[config.mk]
export PLATFORM = sky130hd
export DESIGN_NAME = load_store_unit
export DESIGN_NICKNAME = d
export VERILOG_FILES = /design/src/rtl/load_store_unit.sv
export SDC_FILE = /design/constraint.sdc
export NUM_CORES = 1
export LEC_CHECK = 0
export BUFFER_PORTS_ARGS = -buffer_cell sky130_fd_sc_hd__buf_4
export CORE_ASPECT_RATIO = 0.75
export CORE_MARGIN = 5
export CORE_UTILIZATION = 30
export CTS_CLUSTER_SIZE = 16
export DETAILED_ROUTE_END_ITERATION = 7
export PLACE_DENSITY = 0.57
export SLEW_MARGIN = 40
export SYNTH_ARGS = -nofsm -noshare
export SYNTH_HDL_FRONTEND = slang
export SYNTH_SLANG_ARGS = --single-unit
export TNS_END_PERCENT = 100
[constraint.sdc]
create_clock -name clk -period 2.7 [get_ports clk]
set_input_delay 0.405 -clock clk [delete_from_list [all_inputs] [get_ports clk]]
set_output_delay 0.405 -clock clk [all_outputs]
set_load 0.03 [all_outputs]
[src/rtl/load_store_unit.sv]
// Memory-stage load/store unit for the pipelined RV32I core.
// Turns load/store instructions in EX/MEM into a single-outstanding
// request/acknowledge data-memory access with byte strobes, stalls the
// pipeline while the access is in flight, and returns aligned,
// sign- or zero-extended load data to writeback.
module load_store_unit #(
  parameter int ACK_TIMEOUT = 16
) (
  input  logic        clk,
  input  logic        rst_n,
  input  logic        ex_valid,
  input  logic [4:0]  opcode,
  input  logic [2:0]  func3,
  input  logic [31:0] alu_out,
  input  logic [31:0] store_data,
  input  logic [4:0]  rd,
  output logic        lsu_stall,
  output logic        dmem_req,
  output logic        dmem_we,
  output logic [31:0] dmem_addr,
  output logic [3:0]  dmem_wstrb,
  output logic [31:0] dmem_wdata,
  input  logic        dmem_ack,
  input  logic [31:0] dmem_rdata,
  output logic        wb_valid,
  output logic [4:0]  wb_rd,
  output logic [31:0] wb_data,
  output logic        lsu_exc,
  output logic        bus_err
);

  localparam logic [1:0] IDLE = 2'd0;
  localparam logic [1:0] REQ  = 2'd1;
  localparam logic [1:0] DONE = 2'd2;

  // Last REQ cycle index before the access is abandoned.
  localparam logic [7:0] CNT_LAST = 8'(ACK_TIMEOUT - 1);

  logic [1:0]  state;
  logic [7:0]  ack_cnt;
  logic [2:0]  acc_func3;
  logic [1:0]  acc_off;
  logic [4:0]  acc_rd;

  logic        is_load;
  logic        is_store;
  logic        mem_op;
  logic        func3_legal;
  logic        aligned;
  logic        accept;
  logic        reject;
  logic [1:0]  off;
  logic [3:0]  wstrb_next;
  logic [31:0] wdata_next;
  logic [7:0]  ld_byte;
  logic [15:0] ld_half;
  logic [31:0] ld_ext;

  // Decode the EX/MEM instruction: memory-op detection, legality and alignment.
  always_comb begin
    off      = alu_out[1:0];
    is_load  = (opcode == 5'b00000);
    is_store = (opcode == 5'b01000);
    mem_op   = ex_valid & (is_load | is_store);
    case (func3)
      3'b000, 3'b001, 3'b010: func3_legal = 1'b1;
      3'b100, 3'b101:         func3_legal = is_load;
      default:                func3_legal = 1'b0;
    endcase
    case (func3[1:0])
      2'b00:   aligned = 1'b1;
      2'b01:   aligned = ~off[0];
      2'b10:   aligned = (off == 2'b00);
      default: aligned = 1'b0;
    endcase
    accept = mem_op & func3_legal & aligned;
    reject = mem_op & ~accept;
  end

  // Build byte strobes and lane-replicated write data for the accepted store.
  always_comb begin
    wstrb_next = 4'b0000;
    wdata_next = 32'h0000_0000;
    if (is_store) begin
      case (func3[1:0])
        2'b00: begin
          wstrb_next = 4'b0001 << off;
          wdata_next = {4{store_data[7:0]}};
        end
        2'b01: begin
          wstrb_next = 4'b0011 << off;
          wdata_next = {2{store_data[15:0]}};
        end
        default: begin
          wstrb_next = 4'b1111;
          wdata_next = store_data;
        end
      endcase
    end else begin
      wstrb_next = 4'b0000;
      wdata_next = 32'h0000_0000;
    end
  end

  // Select the addressed byte/halfword of the read word and extend it.
  always_comb begin
    case (acc_off)
      2'b00:   ld_byte = dmem_rdata[7:0];
      2'b01:   ld_byte = dmem_rdata[15:8];
      2'b10:   ld_byte = dmem_rdata[23:16];
      default: ld_byte = dmem_rdata[31:24];
    endcase
    if (acc_off[1]) begin
      ld_half = dmem_rdata[31:16];
    end else begin
      ld_half = dmem_rdata[15:0];
    end
    case (acc_func3)
      3'b000:  ld_ext = {{24{ld_byte[7]}}, ld_byte};
      3'b001:  ld_ext = {{16{ld_half[15]}}, ld_half};
      3'b100:  ld_ext = {24'h00_0000, ld_byte};
      3'b101:  ld_ext = {16'h0000, ld_half};
      default: ld_ext = dmem_rdata;
    endcase
  end

  // Stall while accepting an op or while its request is outstanding; reset forces it low.
  assign lsu_stall = rst_n & (((state == IDLE) & accept) | (state == REQ));

  // Access FSM: IDLE accepts, REQ waits for ack or timeout, DONE reports for one cycle.
  always_ff @(posedge clk or negedge rst_n) begin
    if (!rst_n) begin
      state      <= IDLE;
      ack_cnt    <= 8'd0;
      acc_func3  <= 3'b000;
      acc_off    <= 2'b00;
      acc_rd     <= 5'd0;
      dmem_req   <= 1'b0;
      dmem_we    <= 1'b0;
      dmem_addr  <= 32'h0000_0000;
      dmem_wstrb <= 4'b0000;
      dmem_wdata <= 32'h0000_0000;
      wb_valid   <= 1'b0;
      wb_rd      <= 5'd0;
      wb_data    <= 32'h0000_0000;
      lsu_exc    <= 1'b0;
      bus_err    <= 1'b0;
    end else begin
      wb_valid <= 1'b0;
      lsu_exc  <= 1'b0;
      bus_err  <= 1'b0;
      case (state)
        IDLE: begin
          if (accept) begin
            dmem_req   <= 1'b1;
            dmem_we    <= is_store;
            dmem_addr  <= {alu_out[31:2], 2'b00};
            dmem_wstrb <= wstrb_next;
            dmem_wdata <= wdata_next;
            acc_func3  <= func3;
            acc_off    <= off;
            acc_rd     <= rd;
            ack_cnt    <= 8'd0;
            state      <= REQ;
          end else if (reject) begin
            lsu_exc <= 1'b1;
          end else begin
            state <= IDLE;
          end
        end
        REQ: begin
          if (dmem_ack) begin
            // An ack in the timeout cycle still completes normally.
            dmem_req <= 1'b0;
            state    <= DONE;
            if (!dmem_we) begin
              wb_valid <= 1'b1;
              wb_rd    <= acc_rd;
              wb_data  <= ld_ext;
            end else begin
              wb_valid <= 1'b0;
            end
          end else if (ack_cnt == CNT_LAST) begin
            dmem_req <= 1'b0;
            bus_err  <= 1'b1;
            state    <= DONE;
          end else begin
            ack_cnt <= ack_cnt + 8'd1;
          end
        end
        DONE: begin
          state <= IDLE;
        end
        default: begin
          dmem_req <= 1'b0;
          state    <= IDLE;
        end
      endcase
    end
  end

endmodule

==> impl.org, run 1 <==
** Worst setup path
- Category of the most critical setup path :: reg2reg
- The cell family contributing the most delay on the critical path is simple AND/OR/NAND/NOR gates.
- The startpoint identified for the worst register-to-register timing path is state[1].
- The worst register-to-register path ends at wb_data[31].
- CP max FO :: 16
- Internal reg-to-reg setup slack :: around 0.64 ns
- Crit path buffers/inverters :: 1
- Among all stages on the critical path, the largest delay is contributed by or4_1.
- The largest single stage delay on the critical path is a little over 0.8 ns.
- Reg2reg path depth :: 5
- At the worst endpoint, the required time is 3.03 ns.
- The worst setup path is captured at a flip-flop.
- Data on the critical path arrives at its endpoint at 2.40 ns.
- Startpoint kind of the worst setup timing path :: flip-flop
- Worst path cell trace :: nor2b_1, nand3b_1, buf_4, or4_1, nand3_1

** Drt
- Via count :: roughly 5200
- In the routed layout, each cell is associated on average with a via count of between 4 and 5.
- Routed wirelength normalized by instance count :: between 15 and 20 um
- After the first detailed-routing iteration, the DRC count stood at approximately 380.
- The count of nets left with antenna violations once routing finished came out at 0.
- Number of iterations in the first detailed-routing pass :: 5
- The final layout contains routed wiring with a total length of between 15 and 20 mm.
- For this run, design rule violations remaining after detail routing come to 0.

** Clock tree
- # resized after CTS :: 0
- The clock reaches the later pin of the worst-skew pair after 0.41 ns.
- TritonCTS created 17 clock buffers.
- Clock slew at reported path FFs :: 0.06 ns
- In this run the deepest clock path goes through 2 buffers.
- The number of setup buffers added after CTS is 0.
- CTS tree :: done
- Deepest level of the CTS H-tree :: 4
- Clock root cell :: clkbuf_16
- Clock Sinks :: approximately 130
- The number of hold buffers added after CTS was 0.

** Pwr
- Largest voltage drop on the vdd net :: ~0.36 mV
- Cell leakage power :: approximately 4.2 nW
- Clock group share of total power :: 38.0%
- Combinational fraction of design power :: 22.6%
- Net switching share of the total power :: around a third
- Net load switching power :: 1.83 mW
- Power spread over the standard cell area amounts to 680 nW/um2.
- Share of power burned in registers :: between 30% and 40%
- The internal power of the cells totals 3.95 mW.

** Timing
- The final-report max-slew violation count came to 0.
- Final-report hold violation count :: 0
- Setup repair after global routing left no endpoint under its margin.
- At the pin with the least slew margin, the transition time is between 0.7 and 0.8 ns.
- Upper clock frequency limit :: around 0.48 GHz
- In this run the tightest slew margin relative to its limit is 51.1%.
- Dividing the final minimum period by the clock period gives 76.4%.
- Min cycle time layout :: between 2 and 2.5 ns
- Setup violations remaining at the end of the flow were counted as 0.
- Setup total negative slack on the finished layout was measured at 0 ns.
- Worst-case clock skew :: around 0.0087 ns

** Global routing
- After global routing the overflow that remains totals 0.
- Number of global-route vias before repair :: approximately 5300
- Global-route wire length before repair :: roughly 31 mm
- Maximum number of pins on one net before global-route repair :: about 130
- The initial antenna violation count came to 0.
- Total routing usage reported by global routing :: approximately 17%

** Die
- Count of pins on the block boundary :: ~220
- Initial core utilization :: between 30% and 40%
- Core box area :: between 15000 and 20000 um2
- Vertical extent of the die :: 132 um
- Total Die Area :: 23000 um2
- Number of cell rows :: 44
- From left edge to right edge, the die measures between 150 and 200 um.

** Placed design
- At the end of routability-driven placement, the weighted congestion stood at between 0.8 and 0.9.
- Summing all placed instances gives a cell area of 7930 um2.
- During placement, the flow inserted port buffers numbering 221.
- Post-DP HPWL :: approximately 13 mm

** Synth
- In this run, synthesis inferred 0 flip-flops with an integrated enable.
- Among all flip-flop cells after synthesis, the most frequent one is dfrtp_1.
- Counting every instance in the synthesized netlist gives 573.
- Mapped Avg Cell Area :: between 10 and 15 um2
- Most frequent cell after synthesis :: dfrtp_1
- Top cell types by occurrence after synthesis :: dfrtp_1 (128), o21ai_0 (88), nand2_1 (71), mux2_2 (46), nand3_1 (38)
- Counting flops with an async set or reset pin after synthesis yields a share of 100%.
- In this run, synthesis produced a sequential element count of 128.
- The top cell type by area accounts for a little over half of the synthesized area.
- Leading cell types by total area after synthesis :: dfrtp_1 (53%), mux2_2 (8.6%), o21ai_0 (7.3%)
- During synthesis, Yosys emitted a total of 0 warnings.
- The largest total area in the synthesized netlist belongs to dfrtp_1.
- The synthesized netlist occupies a cell area of around 6000 um2.
- Cell variety after synth :: 43
- Share of the yosys chip area belonging to registers :: a little over half

** Run
- Across the run, the number of max-cap violations was 0.

** Finish
- Antenna diode instance count :: 0
- Fill cells in the final layout number slightly below 2000.
- Synthesis-to-finish area growth :: 41.5%
- In the final design database the tool counted approximately 900 nets.
- The multi-input combinational cells in the finished layout cover a total of 2570 um2.
- Cell area after layout :: about 8500 um2
- Flip-flop and latch area :: roughly 3200 um2
- Fraction of final layout cells with drive strength greater than 1 :: 40.4%

** Worst hold path
- Worst hold path type :: in2async

** Outcome
- The run finished with clean final reports.
cell usage in the layout, fill, tap and decap left out, drive strengths merged, types with 3 or more instances in the layout:
cell type  count
buf          237
dfrtp        128
o21ai         88
nand2         71
mux2          49
nand3         38
mux2i         33
o31ai         17
clkbuf        17
nor2          14
a21oi         14
nand3b        10
nand2b        10
o211ai        10
inv           10
nor2b          8
clkinv         7
clkinvlp       5
nor3           3
a211oi         3
through the flow:
stage               worst slack (ns)  hold slack, ns  util [%]  power [mW]  std cells
CTS                            0.607           0.138      43.6        5.85       1051
detailed placement             0.443           0.453      40.7        3.63       1019
global placement               0.474           0.449      40.7        3.62       1019
finish                         0.637          0.0676      43.6        5.77       1051
floorplan                      0.618           0.109         -        3.01        574
global route                   0.498           0.125      43.6        6.06       1051
power by group through the flow:
stage                     logic [mW]  registers (mW)  clock network [mW]
final                           1.30            2.28                2.19
after global routing            1.40            2.31                2.36
after CTS                       1.32            2.28                2.26
after detailed placement        1.32            2.31                   0
after global placement          1.31            2.31                   0
after floorplan                0.376            2.63                   0
logic make-up after synthesis:
| group | Yosys count | synth area share, % |
|---|---|---|
| xor gates and xnor gates | 2 | 0.292 |
| other | 1 | 0.0625 |
| and+or+nand+nor | 165 | 13.6 |
| adders and majority gates | 1 | 0.208 |
| buffers and inverters | 53 | 3.92 |
| DFF | 128 | 53.4 |
| muxes | 83 | 15.3 |
| AOI/OAI and AO/OA | 140 | 13.3 |
layer usage:
metal / global-route usage, % / share of wire [%]
met5: 0 / 0
met4: 3.68 / 1.2
met3: 6.47 / 8.7
met2: 24.1 / 43
met1: 24.0 / 47
layout make-up:
type / count / area share [%]
flip-flops and latches: 128 / 37.7
multi-input cells: 393 / 30.3
repair buffers: 237 / 21.3
clock buffers: 17 / 5.01
well taps: 253 / 3.73
clock inverters: 15 / 1.64
inverters: 8 / 0.354
registers in the layout (all words and copies together) (netlist names):
| register | cells |
|---|---|
| dmem_req | 1 |
| state | 2 |
| acc_off | 2 |
| lsu_exc | 1 |
| acc_func3 | 3 |
| bus_err | 1 |
| wb_rd | 5 |
| dmem_wdata | 32 |
| acc_rd | 5 |
| dmem_we | 1 |
| wb_valid | 1 |
| wb_data | 32 |
| dmem_addr | 30 |
| ack_cnt | 8 |
| dmem_wstrb | 4 |
how the worst max path moves through the flow:
stage	startpoint	to	depth (start not counted)
after floorplan	opcode[1]	acc_func3[0]	7
after global placement	opcode[1]	acc_rd[3]	6
after detailed placement	opcode[1]	acc_rd[3]	6
after CTS	state[1]	wb_data[31]	5
after global routing	state[0]	wb_data[27]	5
final	state[1]	wb_data[31]	5
Power figures use the tool's default switching activity.
==> inputs of run 2 (changes only) <==
Settings changed: ABC_AREA from default to 1.
Clock period 2.7 ns to 2.1 ns, I/O delays scaled along.
==> run 2 against run 1 <==
The flow now finishes with violations (hold timing). Critical endpoint is now lsu_stall. Core utilization shrank 1.5 points. Power grew 27%. Largest power group unchanged. Count of clock-buffer cells in the layout grew 3.
==> impl.org, run 2 <==
** Outcome
- The run finished, with violations left.
- The checks that failed: hold timing.

** Timing
- Final-report hold violation count :: 13
- After routing, the total negative slack on setup checks comes to 0 ns.
- Number of pins exceeding their max-slew limit in the final report :: 0
- Setup violation total in the final timing report :: 0
- At the pin with the least slew margin, the transition time is approximately 0.76 ns.
- Worst-case clock skew :: 0.00849 ns
- Share of the clock period used by the worst path :: slightly below 90%
- Minimum setup slack in the final design :: 0.226 ns
- Min cycle time layout :: 1.87 ns
- Setup repair after global routing left no endpoint under its margin.
- Upper clock frequency limit :: roughly 0.53 GHz
- Hold Worst Slack :: -0.0391 ns
- Relative slew margins :: between 40% and 50%

** Synth
- Share of the yosys chip area belonging to registers :: between 50% and 60%
- Top cell types by occurrence after synthesis :: nand2_1 (359), dfrtp_1 (128), inv_1 (61), nor2_1 (50), nand3_1 (43)
- Seq cells post-synth :: around 130
- Summed over its instances, the top area cell type makes up about half of the synthesized netlist area.
- Post-synthesis share of cell area spent on xor and xnor gates :: 0%
- Yosys printed 0 warnings.
- Top flip-flop cell by instance count after synthesis :: dfrtp_1
- Cell variety after synth :: 28
- Post-synth ARST share :: 100%
- Synthesis produced 844 cells.
- The synthesized design spends more area on one cell type than any other, namely dfrtp_1.
- After Yosys synthesis, and, or, nand and nor cells account for around a third of the synthesized area.
- Largest family of logic cells by synthesized area :: simple AND/OR/NAND/NOR gates
- Yosys attributes the largest share of cell area to dfrtp_1 (51%), nand2_1 (21%), inv_1 (3.6%).
- Yosys mapped a number of flops with a built-in enable equal to 0.
- Dividing the synthesized area by the synthesized cell count gives roughly 7.5 um2.
- Among all cell types in the netlist, the one instantiated most often is nand2_1.
- Fraction of the mapped netlist area in compound gates :: a little under a tenth
- Post-Syn Area :: 6320 um2
- The synthesized netlist devotes 0.198% of its cell area to adder and majority cells.
- Of the post-synthesis cell area, the part taken by muxes is 0%.

** Worst setup path
- Required time at the endpoint of the critical path :: 1.78 ns
- Data arrival at the endpoint of the critical path :: between 1.5 and 2 ns
- Endpoint class of the critical path :: output port
- The worst register-to-register path ends at ack_cnt[3].
- Along the worst path, the maximum fanout reaches 4.
- The worst register-to-register path has a setup slack of ~0.42 ns.
- Category of the most critical setup path :: reg2out
- Reg2reg path depth :: 8
- STA classifies the critical path startpoint as a flip-flop.
- Critical R2R Launch :: ack_cnt[0]

** Finish
- Synthesis-to-finish area growth :: 39.5%
- In the final layout, the share of cells above drive strength 1 is 27.3%.
- The largest registers in the layout are dmem_wdata: 32 flops, wb_data: 32 flops, dmem_addr: 30 flops.
- Number of non-filler instances in the completed layout :: between 1000 and 1500
- Once layout is done, the placed cells without fillers occupy between 8000 and 9000 um2.
- The library cell used most frequently in the layout, excluding fill and tap cells, is nand2_1.
- In the final layout, the multi-input gates occupy 2610 um2.
- Flip-flop and latch area :: about 3200 um2
- Final #Nets :: about 1200
- Antenna diode instance count :: 0
- FILL cells :: 2196
- Leading cell types in the layout, fill and taps excluded :: nand2_1 (359), buf_4 (233), dfrtp_1 (128)

** Placed design
- Once placement completed, the tool counted placed cells totaling roughly 1300.
- Weighted congestion at the end of routability-driven global placement :: about 0.84
- After detailed placement, the total cell area comes to around 8200 um2.
- Summed over all nets, the half-perimeter wirelength after detailed placement is around 15 mm.
- Worst slack at placement :: roughly 0.30 ns
- During placement, the flow inserted port buffers numbering 221.

** Clock tree
- Clock root cell :: clkbuf_16
- Clock slew at reported path FFs :: 0.06 ns
- Clock Sinks :: ~130
- Post-CTS repair timing setup buffer count :: 0
- Number of hold buffers added after CTS :: 0
- CTS buffer count :: 17
- The later pin in the worst-skew pair is clocked with a latency of 0.42 ns.
- CTS tree :: done
- In this run, post-CTS repair resized a total of 0 instances.
- In this run the deepest clock path goes through 2 buffers.
- Deepest level of the CTS H-tree :: 4

** Drt
- Before antenna repair, the detailed router went through 4 iterations.
- Post-detailed-routing wire length :: 20.7 mm
- Once detail routing completed, the nets flagged for antenna violations numbered 0.
- In this run, the number of DRC markers left after iteration 0 of detailed routing was ~430.
- Dividing the detail-routed wire length by the instance count gives roughly 15 um.
- After detailed routing, the number of vias per cell comes to roughly 4.5.
- After detailed routing, the number of remaining DRC violations is 0.
- Via count :: ~6100

** Global routing
- The first global-routing pass estimated 32.9 mm of wire.
- Entering global routing, the biggest net connects approximately 130 pins.
- Total routing usage reported by global routing :: about 17%
- The via count of the first global-routing pass is 6071.
- Remaining global-route overflow :: 0
- The initial antenna violation count came to 0.

** Die
- The core region is about 21000 um2.
- During I/O placement, the number of pins put on the boundary was 224.
- The initial utilization of the core area, before any placement, comes to 30.2%.
- Die X :: about 180 um
- Vertical extent of the die :: 136 um
- Total Die Area :: approximately 24000 um2
- Number of cell rows :: 46

** Pwr
- Across the VDD grid, the largest voltage drop is approximately 0.41 mV.
- Power per unit of standard cell area :: roughly 830 nW/um2
- Cell leakage power :: a little under 5 nW

** Worst hold path
- The path class of the tightest hold or removal check is in2async.

** Run
- Count of maximum capacitance violations :: 0
==> run 2: changes by cell type after synthesis, sizes merged, moves of 9 or more <==
| cell | before | now |
|---|---|---|
| nand2 | 71 | 361 |
| inv | 7 | 66 |
| mux2 | 49 | 0 |
| nor2 | 14 | 52 |
| mux2i | 33 | 0 |
| o21ai | 88 | 56 |
| a21oi | 14 | 40 |
| buf | 10 | 29 |
| clkbuf | 35 | 16 |
| or2 | 0 | 18 |
| o31ai | 17 | 0 |
| nand2b | 10 | 0 |
| nand3b | 10 | 1 |
| nor3 | 3 | 12 |
==> run 2: logic make-up after synthesis <==
group           Yosys count
compound gates          109
flops                   128
simple gates            493
other cells               1
buf+inv                 112
fa+ha+maj                 1
==> run 2: through the flow <==
| stage | total power, mW | util (%) |
|---|---|---|
| finish | 7.32 | 42.1 |
| global route | 7.69 | 42.1 |
| CTS | 7.43 | 42.1 |
| detailed placement | 4.53 | 39.4 |
| global placement | 4.52 | 39.4 |
| floorplan | 3.79 | - |
==> run 2: cell type report <==
type,count,share of cell area (%)
Clock buffer,20,5.18
Tap cell,288,4.09
Sequential cell,128,36.4
Timing Repair Buffer,237,20.7
Clock inverter,12,1.25
Multi-Input combinational cell,605,29.6
Inverter,67,2.85
==> run 2: worst max path at each step <==
stage	from	slack, ns	to	depth (start not counted)
finish	state[0]	0.23	lsu_stall	4
global route	state[0]	0.09	lsu_stall	4
CTS	state[0]	0.18	lsu_stall	4
detailed placement	func3[1]	0.30	ack_cnt[7]	9
global placement	func3[1]	0.37	ack_cnt[7]	9
floorplan	func3[1]	0.29	lsu_stall	7
==> run 2: layer usage <==
metal  vias to the layer above  global-route usage (%)  share of wire [%]
met5                         -                       0                  0
met4                         0                    4.38               0.83
met3                        14                    7.42                 10
met2                       205                    25.1                 42
met1                      2823                    24.4                 47
li1                       3061                       -                  -
==> run 2: power breakdown <==
group / internal, mW / leakage [nW] / switching, mW / total (mW)
Clock: 1.70 / 0.281 / 1.15 / 2.84
Sequential: 2.70 / 1.74 / 0.146 / 2.84
Combinational: 0.630 / 2.89 / 1.00 / 1.63
==> run 2: worst max-delay path, cell delays in order, from the launching register on <==
cell,delay (ns)
dfrtp_1,0.40
nor2_1,0.24
nand3_4,0.15
a21boi_1,0.17
buf_4,0.18
